## config.mk

```make
export PLATFORM = sky130hd
export DESIGN_NAME = data_mem_controller
export DESIGN_NICKNAME = d
export VERILOG_FILES = /design/src/rtl/data_mem_controller.sv
export SDC_FILE = /design/constraint.sdc
export NUM_CORES = 1
export LEC_CHECK = 0
export BUFFER_PORTS_ARGS = -buffer_cell sky130_fd_sc_hd__buf_4
export CAP_MARGIN = 10
export CORE_UTILIZATION = 58
export CTS_BUF_LIST = sky130_fd_sc_hd__clkbuf_2 sky130_fd_sc_hd__clkbuf_4 sky130_fd_sc_hd__clkbuf_8
export DETAILED_ROUTE_END_ITERATION = 16
export PLACE_DENSITY_LB_ADDON = 0.3
export SETUP_SLACK_MARGIN = 0.4
export SYNTH_ARGS = -nofsm -noshare
export SYNTH_HDL_FRONTEND = slang
export SYNTH_SLANG_ARGS = --single-unit
export TNS_END_PERCENT = 100
```

## constraint.sdc

```tcl
create_clock -name clock -period 4.5 [get_ports clock]
set_input_delay 0.9 -clock clock [delete_from_list [all_inputs] [get_ports clock]]
set_output_delay 0.9 -clock clock [all_outputs]
set_load 0.02 [all_outputs]
```

## src/rtl/data_mem_controller.sv

```systemverilog
// Data memory access controller for the MEM stage: alignment check, lane steering,
// load extension, LL/SC reservation tracking and a bounded-latency bus timeout.
module data_mem_controller #(
    parameter int TIMEOUT = 255
) (
    input  logic        clock,
    input  logic        reset_n,
    input  logic        MEM_Read,
    input  logic        MEM_Write,
    input  logic        MEM_Byte,
    input  logic        MEM_Half,
    input  logic        MEM_SignExtend,
    input  logic        MEM_LLSC,
    input  logic [31:0] MEM_Address,
    input  logic [31:0] MEM_WriteData,
    input  logic        IF_Stall,
    input  logic [31:0] DataMem_In,
    input  logic        DataMem_Ready,
    output logic [29:0] DataMem_Address,
    output logic [31:0] DataMem_Out,
    output logic        DataMem_Read,
    output logic [3:0]  DataMem_Write,
    output logic [31:0] MEM_ReadData,
    output logic        MEM_Stall_Controller,
    output logic        MEM_AddrError,
    output logic        MEM_BusError
);

    localparam int CW = (TIMEOUT < 2) ? 1 : $clog2(TIMEOUT + 1);
    localparam logic [CW-1:0] LAST_CYCLE = CW'(TIMEOUT - 1);

    typedef enum logic [1:0] {
        S_IDLE   = 2'd0,
        S_ACCESS = 2'd1,
        S_DONE   = 2'd2
    } state_t;

    state_t        r_state;
    logic          r_llbit;
    logic [29:0]   r_lladdr;
    logic [CW-1:0] r_count;
    logic [31:0]   r_read_data;
    logic          r_bus_error;
    logic          r_dm_read;
    logic [3:0]    r_dm_write;
    logic [29:0]   r_dm_addr;
    logic [31:0]   r_dm_out;
    logic          r_byte;
    logic          r_half;
    logic          r_sext;
    logic          r_ll;
    logic          r_sc;
    logic [1:0]    r_lo;

    logic          w_req;
    logic          w_aligned;
    logic          w_sc;
    logic          w_sc_ok;
    logic [3:0]    w_be;
    logic [31:0]   w_wdata;
    logic [31:0]   w_load;
    logic [7:0]    w_lane_b;
    logic [15:0]   w_lane_h;

    assign w_req   = MEM_Read | MEM_Write;
    assign w_sc    = MEM_Write & MEM_LLSC;
    assign w_sc_ok = r_llbit & (r_lladdr == MEM_Address[31:2]);

    // Alignment check and store lane steering from the live MEM-stage request
    always_comb begin
        w_aligned = 1'b0;
        w_be      = 4'b0000;
        w_wdata   = MEM_WriteData;
        if (MEM_Byte) begin
            w_aligned = 1'b1;
            w_be      = 4'b1000 >> MEM_Address[1:0];
            w_wdata   = {4{MEM_WriteData[7:0]}};
        end else if (MEM_Half) begin
            w_aligned = ~MEM_Address[0];
            w_be      = MEM_Address[1] ? 4'b0011 : 4'b1100;
            w_wdata   = {2{MEM_WriteData[15:0]}};
        end else begin
            w_aligned = (MEM_Address[1:0] == 2'b00);
            w_be      = 4'b1111;
            w_wdata   = MEM_WriteData;
        end
    end

    // Load lane extraction (big-endian: byte 0 sits in bits 31:24)
    always_comb begin
        w_lane_b = 8'h00;
        w_lane_h = 16'h0000;
        w_load   = DataMem_In;
        if (r_byte) begin
            case (r_lo)
                2'd0:    w_lane_b = DataMem_In[31:24];
                2'd1:    w_lane_b = DataMem_In[23:16];
                2'd2:    w_lane_b = DataMem_In[15:8];
                default: w_lane_b = DataMem_In[7:0];
            endcase
            w_load = {{24{r_sext & w_lane_b[7]}}, w_lane_b};
        end else if (r_half) begin
            w_lane_h = r_lo[1] ? DataMem_In[15:0] : DataMem_In[31:16];
            w_load   = {{16{r_sext & w_lane_h[15]}}, w_lane_h};
        end else begin
            w_load = DataMem_In;
        end
    end

    // Stall and address error must react within the issuing cycle
    always_comb begin
        MEM_Stall_Controller = 1'b0;
        MEM_AddrError        = 1'b0;
        case (r_state)
            S_IDLE: begin
                MEM_Stall_Controller = w_req & w_aligned;
                MEM_AddrError        = w_req & ~w_aligned;
            end
            S_ACCESS: MEM_Stall_Controller = 1'b1;
            default:  MEM_Stall_Controller = 1'b0;
        endcase
    end

    // Transaction FSM with registered strobes, result and LL reservation
    always_ff @(posedge clock or negedge reset_n) begin
        if (!reset_n) begin
            r_state     <= S_IDLE;
            r_llbit     <= 1'b0;
            r_lladdr    <= 30'd0;
            r_count     <= '0;
            r_read_data <= 32'd0;
            r_bus_error <= 1'b0;
            r_dm_read   <= 1'b0;
            r_dm_write  <= 4'b0000;
            r_dm_addr   <= 30'd0;
            r_dm_out    <= 32'd0;
            r_byte      <= 1'b0;
            r_half      <= 1'b0;
            r_sext      <= 1'b0;
            r_ll        <= 1'b0;
            r_sc        <= 1'b0;
            r_lo        <= 2'b00;
        end else begin
            r_bus_error <= 1'b0;
            case (r_state)
                S_IDLE: begin
                    if (w_req && w_aligned) begin
                        r_byte <= MEM_Byte;
                        r_half <= MEM_Half;
                        r_sext <= MEM_SignExtend;
                        r_ll   <= MEM_Read & MEM_LLSC;
                        r_sc   <= w_sc;
                        r_lo   <= MEM_Address[1:0];
                        if (w_sc && !w_sc_ok) begin
                            // Failed SC never touches memory
                            r_llbit     <= 1'b0;
                            r_read_data <= 32'd0;
                            r_state     <= S_DONE;
                        end else begin
                            r_dm_read  <= MEM_Read;
                            r_dm_write <= MEM_Write ? w_be : 4'b0000;
                            r_dm_addr  <= MEM_Address[31:2];
                            r_dm_out   <= w_wdata;
                            r_count    <= '0;
                            r_state    <= S_ACCESS;
                            if (w_sc || (MEM_Write && (MEM_Address[31:2] == r_lladdr))) begin
                                r_llbit <= 1'b0;
                            end
                        end
                    end
                end
                S_ACCESS: begin
                    if (DataMem_Ready) begin
                        r_dm_read  <= 1'b0;
                        r_dm_write <= 4'b0000;
                        r_state    <= S_DONE;
                        if (r_dm_read) begin
                            r_read_data <= w_load;
                            if (r_ll) begin
                                r_llbit  <= 1'b1;
                                r_lladdr <= r_dm_addr;
                            end
                        end else if (r_sc) begin
                            r_read_data <= 32'd1;
                        end
                    end else if (r_count == LAST_CYCLE) begin
                        r_dm_read   <= 1'b0;
                        r_dm_write  <= 4'b0000;
                        r_bus_error <= 1'b1;
                        r_read_data <= 32'd0;
                        r_state     <= S_DONE;
                    end else begin
                        r_count <= r_count + CW'(1);
                    end
                end
                S_DONE: begin
                    r_count <= '0;
                    if (!IF_Stall) begin
                        r_state <= S_IDLE;
                    end
                end
                default: r_state <= S_IDLE;
            endcase
        end
    end

    assign DataMem_Address = r_dm_addr;
    assign DataMem_Out     = r_dm_out;
    assign DataMem_Read    = r_dm_read;
    assign DataMem_Write   = r_dm_write;
    assign MEM_ReadData    = r_read_data;
    assign MEM_BusError    = r_bus_error;

endmodule

```

==> Yosys cells after proc, flatten, opt, wreduce, memory -nomap -nowiden <==
Cells that the tools add are included.
{ "totals": {"romBits": 0, "output_inout_bits": 102, "n_memories": 0, "latch_bits": 0, "in_bits": 106, "ff_bits": 148, "ramBits": 0} }
{ "classes": {"n_reduce_logical": 18, "muxes": 53, "eq_ne": 19, "n_div": 0, "addsub": 1, "n_lt_le_gt_ge": 0, "n_mul": 0, "shifts": 1, "bitwise_logic": 11} }
{ "ops": {"columns": ["operator", "n"], "rows": [
  ["32-bit two-way mux", 10],
  ["32-bit one-hot mux with 2 select lines", 1],
  ["30-bit equality test", 2],
  ["8-bit one-hot mux with 3 select lines", 2],
  ["8-bit two-way mux", 5],
  ["4-bit two-way mux", 8],
  ["2-bit != test, second input constant", 9],
  ["1-bit two-way mux", 16],
  ["16-bit two-way mux", 1],
  ["2-bit two-way mux", 5],
  ["5-bit AND reduction", 2],
  ["8-bit by 1-bit adder with 8-bit output, second input constant", 1],
  ["8-bit equality test, second input constant", 1],
  ["4-bit one-hot mux with 2 select lines", 1],
  ["4-bit AND reduction", 2],
  ["1-bit bitwise AND", 7],
  ["2-bit logical NOT", 3],
  ["3-bit != test, second input constant", 2],
  ["1-bit one-hot mux with 2 select lines", 3],
  ["2-bit one-hot mux with 3 select lines", 1],
  ["3-bit AND reduction", 2],
  ["6-bit AND reduction", 1],
  ["2-bit by 1-bit equality test with 1-bit output, second input constant", 2],
  ["2-bit equality test, second input constant", 2],
  ["other kinds (10)", 14]
]} }

==> Longest topological paths before layout <==
Gate-level depths: netlist of run 1.
{ "depth": {"word_depth": 8, "mapped_depth": 8, "ltp_nobuf": 7} }

==> Worst setup path before layout of run 1 <==
Ideal clock, no wire load.
{ "synth_path": {"path_kind": "input to register", "from": "input port MEM_Address[29]", "to": "register r_dm_addr[10], in the netlist DataMem_Address[10]", "n_path_buf": 1, "setup_time_ps": 125, "cell_stages": 7, "t_arrival_ps": 2546, "slack_ps": 1829, "path_cell_list": "xor2_1 nor4_1 nand4_1 o31a_1 nor2_8 buf_6 mux2_2"} }
{ "synth_via": {"elab_chain_cells": 6} }
{ "synth_rtl": {"columns": ["element", "line", "source"], "rows": [
  ["from (decl)", "14", "input logic [31:0] MEM_Address,"],
  ["30-bit equality test", "67", "assign w_sc_ok = r_llbit & (r_lladdr == MEM_Address[31:2]);"],
  ["1-bit bitwise AND", "67", null],
  ["1-bit logical NOT", "154", "if (w_sc && !w_sc_ok) begin"],
  ["1-bit logical AND", "154", null],
  ["1-bit inverter (no line)", null, null],
  ["3-bit AND reduction (no line)", null, null],
  ["to (signal assigned)", "162", "r_dm_addr <= MEM_Address[31:2];"],
  ["to (decl)", "46", "logic [29:0] r_dm_addr;"]
]} }
Every way passes these cells.
A chain may end at the register's enable or synchronous reset.

==> Worst setup path in the final report of run 1 <==
{ "layout_path": {"from": "input port MEM_Address[27]", "to": "register r_dm_out[28], in the netlist DataMem_Out[28]"} }
{ "layout_via": {"elab_chain_cells": 6} }
{ "layout_rtl": {"columns": ["element", "line", "source"], "rows": [
  ["30-bit equality test", "67", null],
  ["1-bit bitwise AND", "67", null],
  ["1-bit logical NOT", "154", null],
  ["1-bit logical AND", "154", null],
  ["1-bit inverter (no line)", null, null],
  ["3-bit AND reduction (no line)", null, null],
  ["to (signal assigned)", "163", "r_dm_out <= w_wdata;"],
  ["to (decl)", "47", "logic [31:0] r_dm_out;"]
]} }
Every way passes these cells.

==> impl_results.md, run 1 <==
- Run status: finished, final reports clean
- Net switching power figure: 2.40 mW
- Fin crit period: approximately 3200 ps
- Flop pwr share: 0.383
- EDFF count, synth: 0
- Postcts setup bufs: 0
- Fmax: 316 MHz
- Worst min path class: flop to flop
- Startpoint types: primary input
- Pin count of the biggest net entering global routing: 124
- Hold Fails Final Rpt: 0
- DRT iter0 DRCs: 449
- Core area: about 12,000 µm²
- Initial core utilization: 0.595
- Total grt overflow: 0
- Die width: 113 µm
- Fillers: 794
- Vias in the first global route: ~5,500
- Fraction of layout cells with a size suffix above 1: 0.468
- Post-synth ARST share: 1.00
- Final Max Slew Viols: 0
- Ant. Diodes: 0
- Cells after Synth: 585
- Syn Nets: 693
- Layout Skew: 14.0 ps
- Crit-path max FO: 39
- First-pass iteration count of the detailed router: 4
- CP Data Arrival Time: 3500 ps
- Clock Sinks: around 150
- Detail Placement HPWL: 12,300 µm
- Die H: approximately 110 µm
- Worst slew margin: 0.235
- # resized after CTS: 0
- Clock power share: 0.171
- Remaining antenna violation count: 0
- Seq/Total Area, Yosys: 0.518
- Port buffer count: 207
- WL/cell: 18.6 µm
- Commonest non-fill, non-tap cells in the layout: 209 x buf_4, 148 x dfrtp_1, 100 x mux2_2, 33 x o21ai_0, 32 x nand2_1
- Initial antenna violation count: 0
- GP Congestion: ~0.84
- Cts bufs inserted: 17
- CTS tree: yes
- H-tree level count: 4
- Clock Tree Root: clkbuf_8
- TNS Setup: 0 ps
- Syn Std Cell Area: 7150 µm²
- Kind of critical path: primary input to flop
- Routed vias: 5,407
- Synth-to-layout area growth: 27.9%
- Final #Nets: 888
- Max VDD drop: 0.403 mV
- Leakage: about 4.4 nW
- Clk buf depth: 2
- Vias per cell: 5.76
- Critical path required time: 4830 ps
- Top FF cell, synth: dfrtp_1
- Yosys reg bits: between 100 and 150
- Final WL: 17,400 µm
- CTS Hold Buffers Added: 0
- Period utilization: 0.704
- Commonest non-fill, non-tap cell in the layout: buf_4
- Crit. End Element: flop
- Worst-Skew Late Latency: 450 ps
- Multi-input gate area: 3200 µm²
- PwrDens: 678 nW/µm²
- Remaining DRCs: 0
- Avg Cell Area, Syn: about 12 µm²
- Global-route wire length before repair: 28,100 µm
- Die ar.: about 13,000 µm²
- Total power: around 6.2 mW
- YS warnings: 0
- Slew @ Worst Pin: between 1000 and 1500 ps
- Share of total power in combinational logic: 0.446
- Ports: 208
- # setup viols final: 0
- Max cap viols: 0
- Total GRT Usage: 0.285
- Cell-internal power: 3.80 mW
- Synth unique cells: 45
- Rows: 40
- Switch share: 0.388
- Register area: between 3000 and 4000 µm²
- RSZ-0062 raised after global routing: false
- Clock transition at path regs: 80 ps
power groups by stage:
stage	Sequential, mW	Combinational [mW]	Clock (mW)
2_1_floorplan	2.72	1.34	0
3_3_place_gp	2.37	2.66	0
3_5_place_dp	2.41	2.74	0
4_1_cts	2.40	2.75	1.08
5_1_grt	2.46	2.95	1.13
6_report	2.37	2.77	1.06
final timing paths:
kind	from	endpoint	cells after the start	slack [ps]
min in group asynchronous	reset_n	r_count[5]$_DFFE_PN0P_	1	640
worst max register to register	r_lladdr[25]$_DFFE_PN0P_	DataMem_Out[28]$_DFFE_PN0P_	7	1490
max in group asynchronous	reset_n	DataMem_Out[27]$_DFFE_PN0P_	2	2900
worst max-delay path	MEM_Address[27]	DataMem_Out[28]$_DFFE_PN0P_	8	1330
worst min-delay path	r_count[6]$_DFFE_PN0P_	r_count[6]$_DFFE_PN0P_	1	490
worst min register to register	r_count[6]$_DFFE_PN0P_	r_count[6]$_DFFE_PN0P_	1	490
sequential cells by signal, summed over array words and instances (netlist names):
name             flops
r_lo                 2
MEM_BusError         1
r_sc                 1
DataMem_Read         1
r_half               1
r_byte               1
r_ll                 1
MEM_ReadData        32
r_lladdr            30
r_llbit              1
DataMem_Write        4
DataMem_Out         32
r_state              2
r_sext               1
DataMem_Address     30
r_count              8
cells in the mapped netlist, types with 2 or more instances:
library cell / n / area (µm²)
a211oi_1: 8 / 60.1
a21oi_1: 25 / 125
a22o_1: 9 / 78.8
a31oi_1: 3 / 18.8
and2_1: 9 / 56.3
and3_1: 2 / 12.5
and4_1: 2 / 17.5
buf_1: 2 / 7.51
buf_2: 6 / 30.0
buf_4: 3 / 22.5
buf_6: 6 / 67.6
clkbuf_1: 19 / 71.3
dfrtp_1: 148 / 3700
ha_1: 2 / 25.0
inv_1: 13 / 48.8
mux2_1: 5 / 56.3
mux2_2: 100 / 1130
mux2i_1: 18 / 180
mux4_2: 8 / 180
nand2_1: 32 / 120
nand2b_1: 3 / 18.8
nand3_1: 3 / 15.0
nand4_1: 2 / 12.5
nor2_1: 11 / 41.3
nor2b_1: 3 / 18.8
nor3_1: 6 / 30.0
nor3b_1: 2 / 15.0
nor4_1: 6 / 37.5
o21a_1: 2 / 15.0
o21ai_0: 33 / 165
o21ai_1: 2 / 10.0
o22ai_1: 2 / 12.5
o2bb2ai_1: 29 / 254
o31a_1: 2 / 17.5
o31ai_1: 2 / 15.0
or2_2: 18 / 113
or3_1: 2 / 12.5
xor2_1: 30 / 263
layer usage:
layer  part of all wire  GRT usage  vias up
met4              0.018     0.0974        0
met3              0.075     0.0969       23
li1                   -          -     2510
met1               0.41      0.360     2669
met5                  0          0        -
met2               0.50      0.460      205
critical path, stage by stage:
cell     delay [ps]
buf_4           120
xor2_1          140
nor4_1          480
nand4_1         270
o31a_1          470
nor2_8          430
buf_12          290
mux2_2          370
cell families after synthesis:
group,count (synthesis),synth area share
adder cells (fa/ha/maj),2,0.00350
XOR/XNOR,30,0.0368
flip-flops,148,0.518
buffers and inverters,49,0.0347
multiplexers,131,0.216
AO/OA/AOI/OAI,121,0.113
AND/OR/NAND/NOR,104,0.0779
area by class of cell:
cell class,count,share of cell area
Tap cell,147,0.0201
Inverter,13,0.00533
Timing Repair Buffer,212,0.177
Multi-Input combinational cell,388,0.350
Sequential cell,148,0.405
Clock inverter,12,0.0171
Clock buffer,18,0.0264
per-stage QoR:
stage,setup slack (ps),hold WS (ps),util,cell area (µm²),cells
6_report,1330,488,0.762,9150,938
3_5_place_dp,929,472,0.727,8730,907
3_3_place_gp,988,468,0.727,8730,907
5_1_grt,1290,504,0.762,9150,938
4_1_cts,1400,483,0.760,9130,937
2_1_floorplan,1830,443,-,7150,585
(Power assumes the default switching activity.)
==> run 2, diff against run 1 <==
--- a/config.mk
+++ b/config.mk
@@ -7,7 +7,7 @@
 export LEC_CHECK = 0
 export BUFFER_PORTS_ARGS = -buffer_cell sky130_fd_sc_hd__buf_4
 export CAP_MARGIN = 10
-export CORE_UTILIZATION = 58
+export CORE_UTILIZATION = 54
 export CTS_BUF_LIST = sky130_fd_sc_hd__clkbuf_2 sky130_fd_sc_hd__clkbuf_4 sky130_fd_sc_hd__clkbuf_8
 export DETAILED_ROUTE_END_ITERATION = 16
 export PLACE_DENSITY_LB_ADDON = 0.3
==> constraint.sdc (replaced) <==
create_clock -name clock -period 3.2 [get_ports clock]
set_input_delay 0.64 -clock clock [delete_from_list [all_inputs] [get_ports clock]]
set_output_delay 0.64 -clock clock [all_outputs]
set_load 0.02 [all_outputs]
==> run 2 against run 1 <==
  * Die area up 7.3%
  * Largest cell class unchanged
  * Critical path type is now flop to flop
  * Count of clock-buffer cells in the layout up 2
  * Clock power up 41%
  * Routed wire length up 1.8%
  * Power up 42%
  * Global-route usage down 1.5 points
  * Register-to-register slack worse by 850 ps
  * Hold slack worse by 380 ps
  * Sequential power up 40%
  * Final cell count up 3.5%
  * Critical endpoint is now DataMem_Out[5]$_DFFE_PN0P_
  * Sequential share of layout area down 0.61 points
==> impl_results.md, run 2 (synthesis results as in run 1) <==
- Vias in the first global route: 5,583 (was 5,527)
- Die H: 117 µm (was 113 µm)
- # setup viols final: 0 (unchanged)
- Die width: 117 µm (was 113 µm)
- CP peak stage delay: 470 ps (was 480 ps)
- Vias per cell: 5.61 (was 5.76)
- Post-placement cell area: 8880 µm² (was 8730 µm²)
- Remaining DRCs: 0 (unchanged)
- Slew @ Worst Pin: 798 ps (was 1140 ps)
- Critical path's slowest cell: o31a_1 (was nor4_1)
- Final Max Slew Viols: 0 (unchanged)
- Worst path bufs/invs: 1 (was 2)
- Total grt overflow: 0 (unchanged)
- Clock transition at path regs: 80 ps (about the same)
- Total GRT Usage: 0.269 (was 0.285)
- Fillers: 895 (was 794)
- Port buffer count: 207 (unchanged)
- Critical path required time: 3540 ps (was 4830 ps)
- Fraction of layout cells with a size suffix above 1: 0.474 (was 0.468)
- Remaining antenna violation count: 0 (unchanged)
- TNS Setup: 0 ps (unchanged)
- PwrDens: 947 nW/µm² (was 678 nW/µm²)
- Fin crit period: roughly 2600 ps
- Ports: 208 (unchanged)
- Worst slew margin: 0.468 (was 0.235)
- GP Congestion: 0.827 (was 0.845)
- Die ar.: 13,700 µm² (was 12,800 µm²)
- Worst min path class: primary input to asynchronous set/reset pin (was flop to flop)
- RSZ-0062 raised after global routing: false (unchanged)
- Clock Tree Root: clkbuf_8 (unchanged)
- Synth-to-layout area growth: 29.9% (was 27.9%)
- Initial antenna violation count: 0 (unchanged)
- Hold Fails Final Rpt: 0 (unchanged)
- Leakage: 4.47 nW (was 4.44 nW)
- Clk buf depth: 2 (unchanged)
- Critical path, cell by cell: xor2_1, nor4_2, nand4_1, o31a_1, nor2_8, buf_12, mux2_2 (was buf_4, xor2_1, nor4_1, nand4_1, o31a_1, nor2_8, buf_12, mux2_2)
- Pin count of the biggest net entering global routing: 59 (was 124)
- Final WL: 17,700 µm (was 17,400 µm)
- Detail Placement HPWL: 12,800 µm (was 12,300 µm)
- H-tree level count: 4 (unchanged)
- Register area: 3700 µm² (unchanged)
- Global-route wire length before repair: 27,700 µm (was 28,100 µm)
- Final Instance Area: 9290 µm² (was 9150 µm²)
- Routed vias: 5,448 (was 5,407)
- Cts bufs inserted: 17 (unchanged)
- Worst-Skew Late Latency: 460 ps (was 450 ps)
- Core area: 12,800 µm² (was 12,000 µm²)
- Reg2Reg Depth: 7 (unchanged)
- Fmax: roughly 390 MHz
- Layout Skew: 17.5 ps (was 14.0 ps)
- Clock Sinks: 148 (unchanged)
- Placed cells: 940 (was 907)
- WL/cell: 18.3 µm (was 18.6 µm)
- Commonest non-fill, non-tap cells in the layout: 213 x buf_4, 148 x dfrtp_1, 100 x mux2_2, 33 x o21ai_0, 32 x nand2_1 (was 209 x buf_4, 148 x dfrtp_1, 100 x mux2_2, 33 x o21ai_0, 32 x nand2_1)
- Initial core utilization: 0.560 (was 0.595)
- Fin cells: 971 (was 938)
- CTS tree: yes (unchanged)
- CP Depth: 7 (was 8)
- Hold Slack: 108 ps (was 488 ps)
- Rows: 41 (was 40)
- DRT iter0 DRCs: 356 (was 449)
- CP Data Arrival Time: 2890 ps (was 3500 ps)
- Crit. End Element: flop (unchanged)
- CTS Hold Buffers Added: 0 (unchanged)
- First-pass iteration count of the detailed router: 5 (was 4)
- Startpoint types: flop (was primary input)
- Crit-path max FO: 23 (was 39)
- Run status: finished, final reports clean (unchanged)
- Ant. Diodes: 0 (unchanged)
- Kind of critical path: flop to flop (was primary input to flop)
- Top delay family on crit path: simple AND/OR/NAND/NOR gates (unchanged)
- Period utilization: 0.799
- Max cap viols: 0 (unchanged)
- Final #Nets: 895 (was 888)
- Commonest non-fill, non-tap cell in the layout: buf_4 (unchanged)
- Multi-input gate area: 3200 µm² (about the same)
- Max VDD drop: 0.650 mV (was 0.403 mV)
-- run 2: cell count changes in the layout (fill, tap and decap cells not counted), moves of 2 or more --
cell / delta
clkinvlp_4: +4
clkbuf_8: +3
buf_12: +4
clkinv_2: -2
inv_6: -2
buf_4: +4
-- run 2: worst reg2reg max path, cell delays in order, from the launching register on --
cell and delay (ps):
dfrtp_1 410, xor2_1 180, nor4_2 380, nand4_1 230
o31a_1 470, nor2_8 210, buf_12 200, mux2_2 370
-- run 2: where the power goes --
part	leakage [nW]	internal, mW	switching, mW
Clock	0.189	0.751	0.738
Combinational	2.39	1.95	2.04
Sequential	1.89	2.66	0.654
Total	4.47	5.37	3.43
-- run 2: worst paths after layout --
check                                         endpoint                   startpoint  slack (ps)
max in group asynchronous  DataMem_Out[17]$_DFFE_PN0P_                      reset_n        2160
hold / removal                 r_lladdr[9]$_DFFE_PN0P_                      reset_n         110
min in group clock              MEM_BusError$_DFF_PN0_                DataMem_Ready         380
hold reg to reg            DataMem_Out[24]$_DFFE_PN0P_  DataMem_Out[24]$_DFFE_PN0P_         490
setup reg to reg            DataMem_Out[5]$_DFFE_PN0P_     r_lladdr[25]$_DFFE_PN0P_         640
setup / recovery            DataMem_Out[5]$_DFFE_PN0P_     r_lladdr[25]$_DFFE_PN0P_         640
-- run 2: layer usage --
metal | vias up | track usage | share of wire
met5 | - | 0 | 0
met4 | 0 | 0.0852 | 0.015
met3 | 22 | 0.0932 | 0.066
met2 | 185 | 0.454 | 0.51
met1 | 2712 | 0.326 | 0.41
li1 | 2529 | - | -
-- run 2: repair_timing --
action,4_1_cts,5_1_grt
buffers inserted,0,0
resized for setup,0,1
endpoints found under the setup margin,0,48
-- run 2: layout make-up --
cell class,count,share of cell area
Inverter,13,0.00525
Clock inverter,11,0.0139
Clock buffer,20,0.0296
Tap cell,172,0.0232
Timing Repair Buffer,219,0.184
Sequential cell,148,0.399
Multi-Input combinational cell,388,0.345
-- run 2: per-stage QoR --
step           worst slack [ps]   util  total power [mW]
2_1_floorplan               789      -              5.70
3_3_place_gp                314  0.695              7.18
3_5_place_dp                246  0.695              7.32
4_1_cts                     566  0.727              8.82
5_1_grt                     505  0.727              9.28
6_report                    643  0.727              8.79
==> run 3, diff against run 2 <==
--- a/config.mk
+++ b/config.mk
@@ -7,7 +7,7 @@
 export LEC_CHECK = 0
 export BUFFER_PORTS_ARGS = -buffer_cell sky130_fd_sc_hd__buf_4
 export CAP_MARGIN = 10
-export CORE_UTILIZATION = 54
+export CORE_UTILIZATION = 49
 export CTS_BUF_LIST = sky130_fd_sc_hd__clkbuf_2 sky130_fd_sc_hd__clkbuf_4 sky130_fd_sc_hd__clkbuf_8
 export DETAILED_ROUTE_END_ITERATION = 16
 export PLACE_DENSITY_LB_ADDON = 0.3
==> constraint.sdc (replaced) <==
create_clock -name clock -period 2.2 [get_ports clock]
set_input_delay 0.44 -clock clock [delete_from_list [all_inputs] [get_ports clock]]
set_output_delay 0.44 -clock clock [all_outputs]
set_load 0.02 [all_outputs]
==> run 3 against run 2 <==
  * Clock skew fell by 2.2 ps
  * Largest cell class unchanged
  * Combinational power rose by 66%
  * The flow now finishes with violations (setup timing)
  * Critical endpoint is now MEM_ReadData[3]$_DFFE_PN0P_
  * Critical path type unchanged
  * Non-clock buffer count is 29 higher
  * Flip-flop and latch count unchanged
  * Worst setup slack worse by 840 ps
==> impl_results.md, run 3 (synthesis results as in run 1) <==
- CP Depth: 9 (was 7)
- H-tree level count: 4 (unchanged)
- Port buffer count: 207 (unchanged)
- Beginning of the worst register-to-register path: r_lladdr[25]$_DFFE_PN0P_ (unchanged)
- Startpoint types: flop (unchanged)
- First-pass iteration count of the detailed router: 5 (unchanged)
- Most common cell on crit path: buf_4
- Initial core utilization: 0.509 (was 0.560)
- Total grt overflow: 0 (unchanged)
- Reg-to-reg endpoint: MEM_ReadData[3]$_DFFE_PN0P_ (was DataMem_Out[5]$_DFFE_PN0P_)
- Total power: 13.5 mW (was 8.79 mW)
- Worst min path class: primary input to flop (was primary input to asynchronous set/reset pin)
- Placed cells: 970 (was 940)
- Worst slew margin: 0.209 (was 0.468)
- Global-route wire length before repair: 29,200 µm (was 27,700 µm)
- Final Instance Area: 9970 µm² (was 9290 µm²)
- Setup WS post-layout: -200 ps (was 643 ps)
- Layout Skew: 15.2 ps (was 17.5 ps)
- Flop2flop setup slack: -200 ps (was 640 ps)
- Cts bufs inserted: 17 (unchanged)
- Vias per cell: 5.56 (was 5.61)
- Kind of critical path: flop to flop (unchanged)
- Die width: 123 µm (was 117 µm)
- Run status: complete, but fails checks (was finished, final reports clean)
- Core area: 14,000 µm² (was 12,800 µm²)
- Die ar.: 15,100 µm² (was 13,700 µm²)
- Final #Nets: 924 (was 895)
- Critical Path Start: r_lladdr[25]$_DFFE_PN0P_ (unchanged)
- Ant. Diodes: 0 (unchanged)
- Remaining DRCs: 0 (unchanged)
- Max cap viols: 0 (unchanged)
- WL/cell: 18.6 µm (was 18.3 µm)
- TNS Setup: -15,720 ps (was 0 ps)
- GR Util met3: 0.0846 (was 0.0932)
- Worst-Skew Late Latency: 470 ps (was 460 ps)
- Clock Sinks: 148 (unchanged)
- Top delay family on crit path: compound AO/OA/AOI/OAI gates (was simple AND/OR/NAND/NOR gates)
- Crit-path max FO: 18 (was 23)
- Routed vias: 5,612 (was 5,448)
- Worst path bufs/invs: 3 (was 1)
- Critical path, cell by cell: xor2_1, nor4_2, buf_4, nand4_1, o31a_1, buf_4, o211ai_4, buf_12, a22o_1 (was xor2_1, nor4_2, nand4_1, o31a_1, nor2_8, buf_12, mux2_2)
- Vias in the first global route: 5,817 (was 5,583)
- Clock transition at path regs: 90 ps (was 80 ps)
- Met2 GRT Util: 0.416 (was 0.454)
- Slew @ Worst Pin: 1180 ps (was 798 ps)
- Period utilization: 1.09 (was 0.799)
- Failing checks: setup timing
- Hold Fails Final Rpt: 0 (unchanged)
- Fraction of layout cells with a size suffix above 1: 0.546 (was 0.474)
- Remaining antenna violation count: 0 (unchanged)
- Busiest layer in global routing: met2 (unchanged)
- Initial antenna violation count: 0 (unchanged)
- PwrDens: 1360 nW/µm² (was 947 nW/µm²)
- Detail Placement HPWL: 13,500 µm (was 12,800 µm)
- Die H: 123 µm (was 117 µm)
- DRT iter0 DRCs: 344 (was 356)
- Ports: 208 (unchanged)
- CP Data Arrival Time: 2800 ps (was 2890 ps)
- CP endpoint: MEM_ReadData[3]$_DFFE_PN0P_ (was DataMem_Out[5]$_DFFE_PN0P_)
- Clock Tree Root: clkbuf_8 (unchanged)
- Max VDD drop: 0.764 mV (was 0.650 mV)
- Critical path's slowest cell: dfrtp_1 (was o31a_1)
- Commonest non-fill, non-tap cells in the layout: 232 x buf_4, 148 x dfrtp_1, 75 x mux2_2, 32 x nand2_1, 31 x o21ai_0 (was 213 x buf_4, 148 x dfrtp_1, 100 x mux2_2, 33 x o21ai_0, 32 x nand2_1)
- CTS tree: yes (unchanged)
- Placement Setup Slack: -431 ps (was 246 ps)
- Crit. End Element: flop (unchanged)
- Clk buf depth: 2 (unchanged)
- Reg2Reg Depth: 9 (was 7)
- Leakage: 4.78 nW (was 4.47 nW)
- Synth-to-layout area growth: 39.5% (was 29.9%)
- Post-placement cell area: 9250 µm² (was 8880 µm²)
- Critical path required time: 2600 ps (was 3540 ps)
- RSZ-0062 raised after global routing: true (was false)
- GP Congestion: 0.890 (was 0.827)
- # setup viols final: 103 (was 0)
- Commonest non-fill, non-tap cell in the layout: buf_4 (unchanged)
- Total GRT Usage: 0.256 (was 0.269)
- Fin crit period: 2400 ps (was 2560 ps)
- Met1 GRT Util: 0.317 (was 0.326)
- Fin cells: 1,009 (was 971)
- Pin count of the biggest net entering global routing: 58 (was 59)
- Final WL: 18,800 µm (was 17,700 µm)
- Final Max Slew Viols: 0 (unchanged)
- Fmax: 417 MHz (was 391 MHz)
- Rows: 43 (was 41)
- CP peak stage delay: 400 ps (was 470 ps)
-- run 3: power breakdown --
group	internal (mW)	leakage (nW)	switching, mW
combinational	3.37	2.71	3.24
clock	0.945	0.171	1.09
sequential	3.87	1.89	1.02
-- run 3: worst register-to-register path: stages, from the launching register on --
cell and delay, ps:
dfrtp_1 400, xor2_1 170, nor4_2 320, buf_4 160, nand4_1 140, o31a_1 360
buf_4 180, o211ai_4 230, buf_12 210, a22o_1 160
-- run 3: timing repair --
| item | in CTS | in global routing |
|---|---|---|
| gates resized for setup | 34 | 27 |
| hold buffers | 1 | 0 |
| pin swaps | 5 | 6 |
| endpoints found under the hold margin | 54 | 0 |
| setup endpoints to repair | 112 | 112 |
| buffers inserted | 2 | 4 |
-- run 3: per-layer routing --
metal | part of all wire | routed length, µm
met5 | 0 | 0
met4 | 0.022 | 419
met3 | 0.071 | 1340
met2 | 0.49 | 9230
met1 | 0.41 | 7790
-- run 3: worst min path at each step --
stage | startpoint | endpoint | slack [ps] | cells after the start
3_3_place_gp | reset_n | r_lladdr[7]$_DFFE_PN0P_ | 440 | 1
4_1_cts | DataMem_Ready | MEM_BusError$_DFF_PN0_ | 160 | 2
3_5_place_dp | reset_n | DataMem_Address[7]$_DFFE_PN0P_ | 460 | 1
2_1_floorplan | reset_n | DataMem_Address[0]$_DFFE_PN0P_ | 140 | 0
5_1_grt | DataMem_Ready | MEM_BusError$_DFF_PN0_ | 160 | 2
6_report | DataMem_Ready | MEM_BusError$_DFF_PN0_ | 170 | 2
-- run 3: stage by stage --
stage	hold WS, ps	utilization
6_report	172	0.710
4_1_cts	158	0.699
3_5_place_dp	455	0.659
5_1_grt	157	0.710
3_3_place_gp	440	0.659
2_1_floorplan	144	-
-- run 3: layout make-up --
class,count,area (µm²)
fill,1000,4070
sequential,148,3700
multi-input combinational,388,3620
timing repair buffer,248,1990
clock buffer,19,255
tap,180,225
clock inverter,13,126
inverter,13,48.8
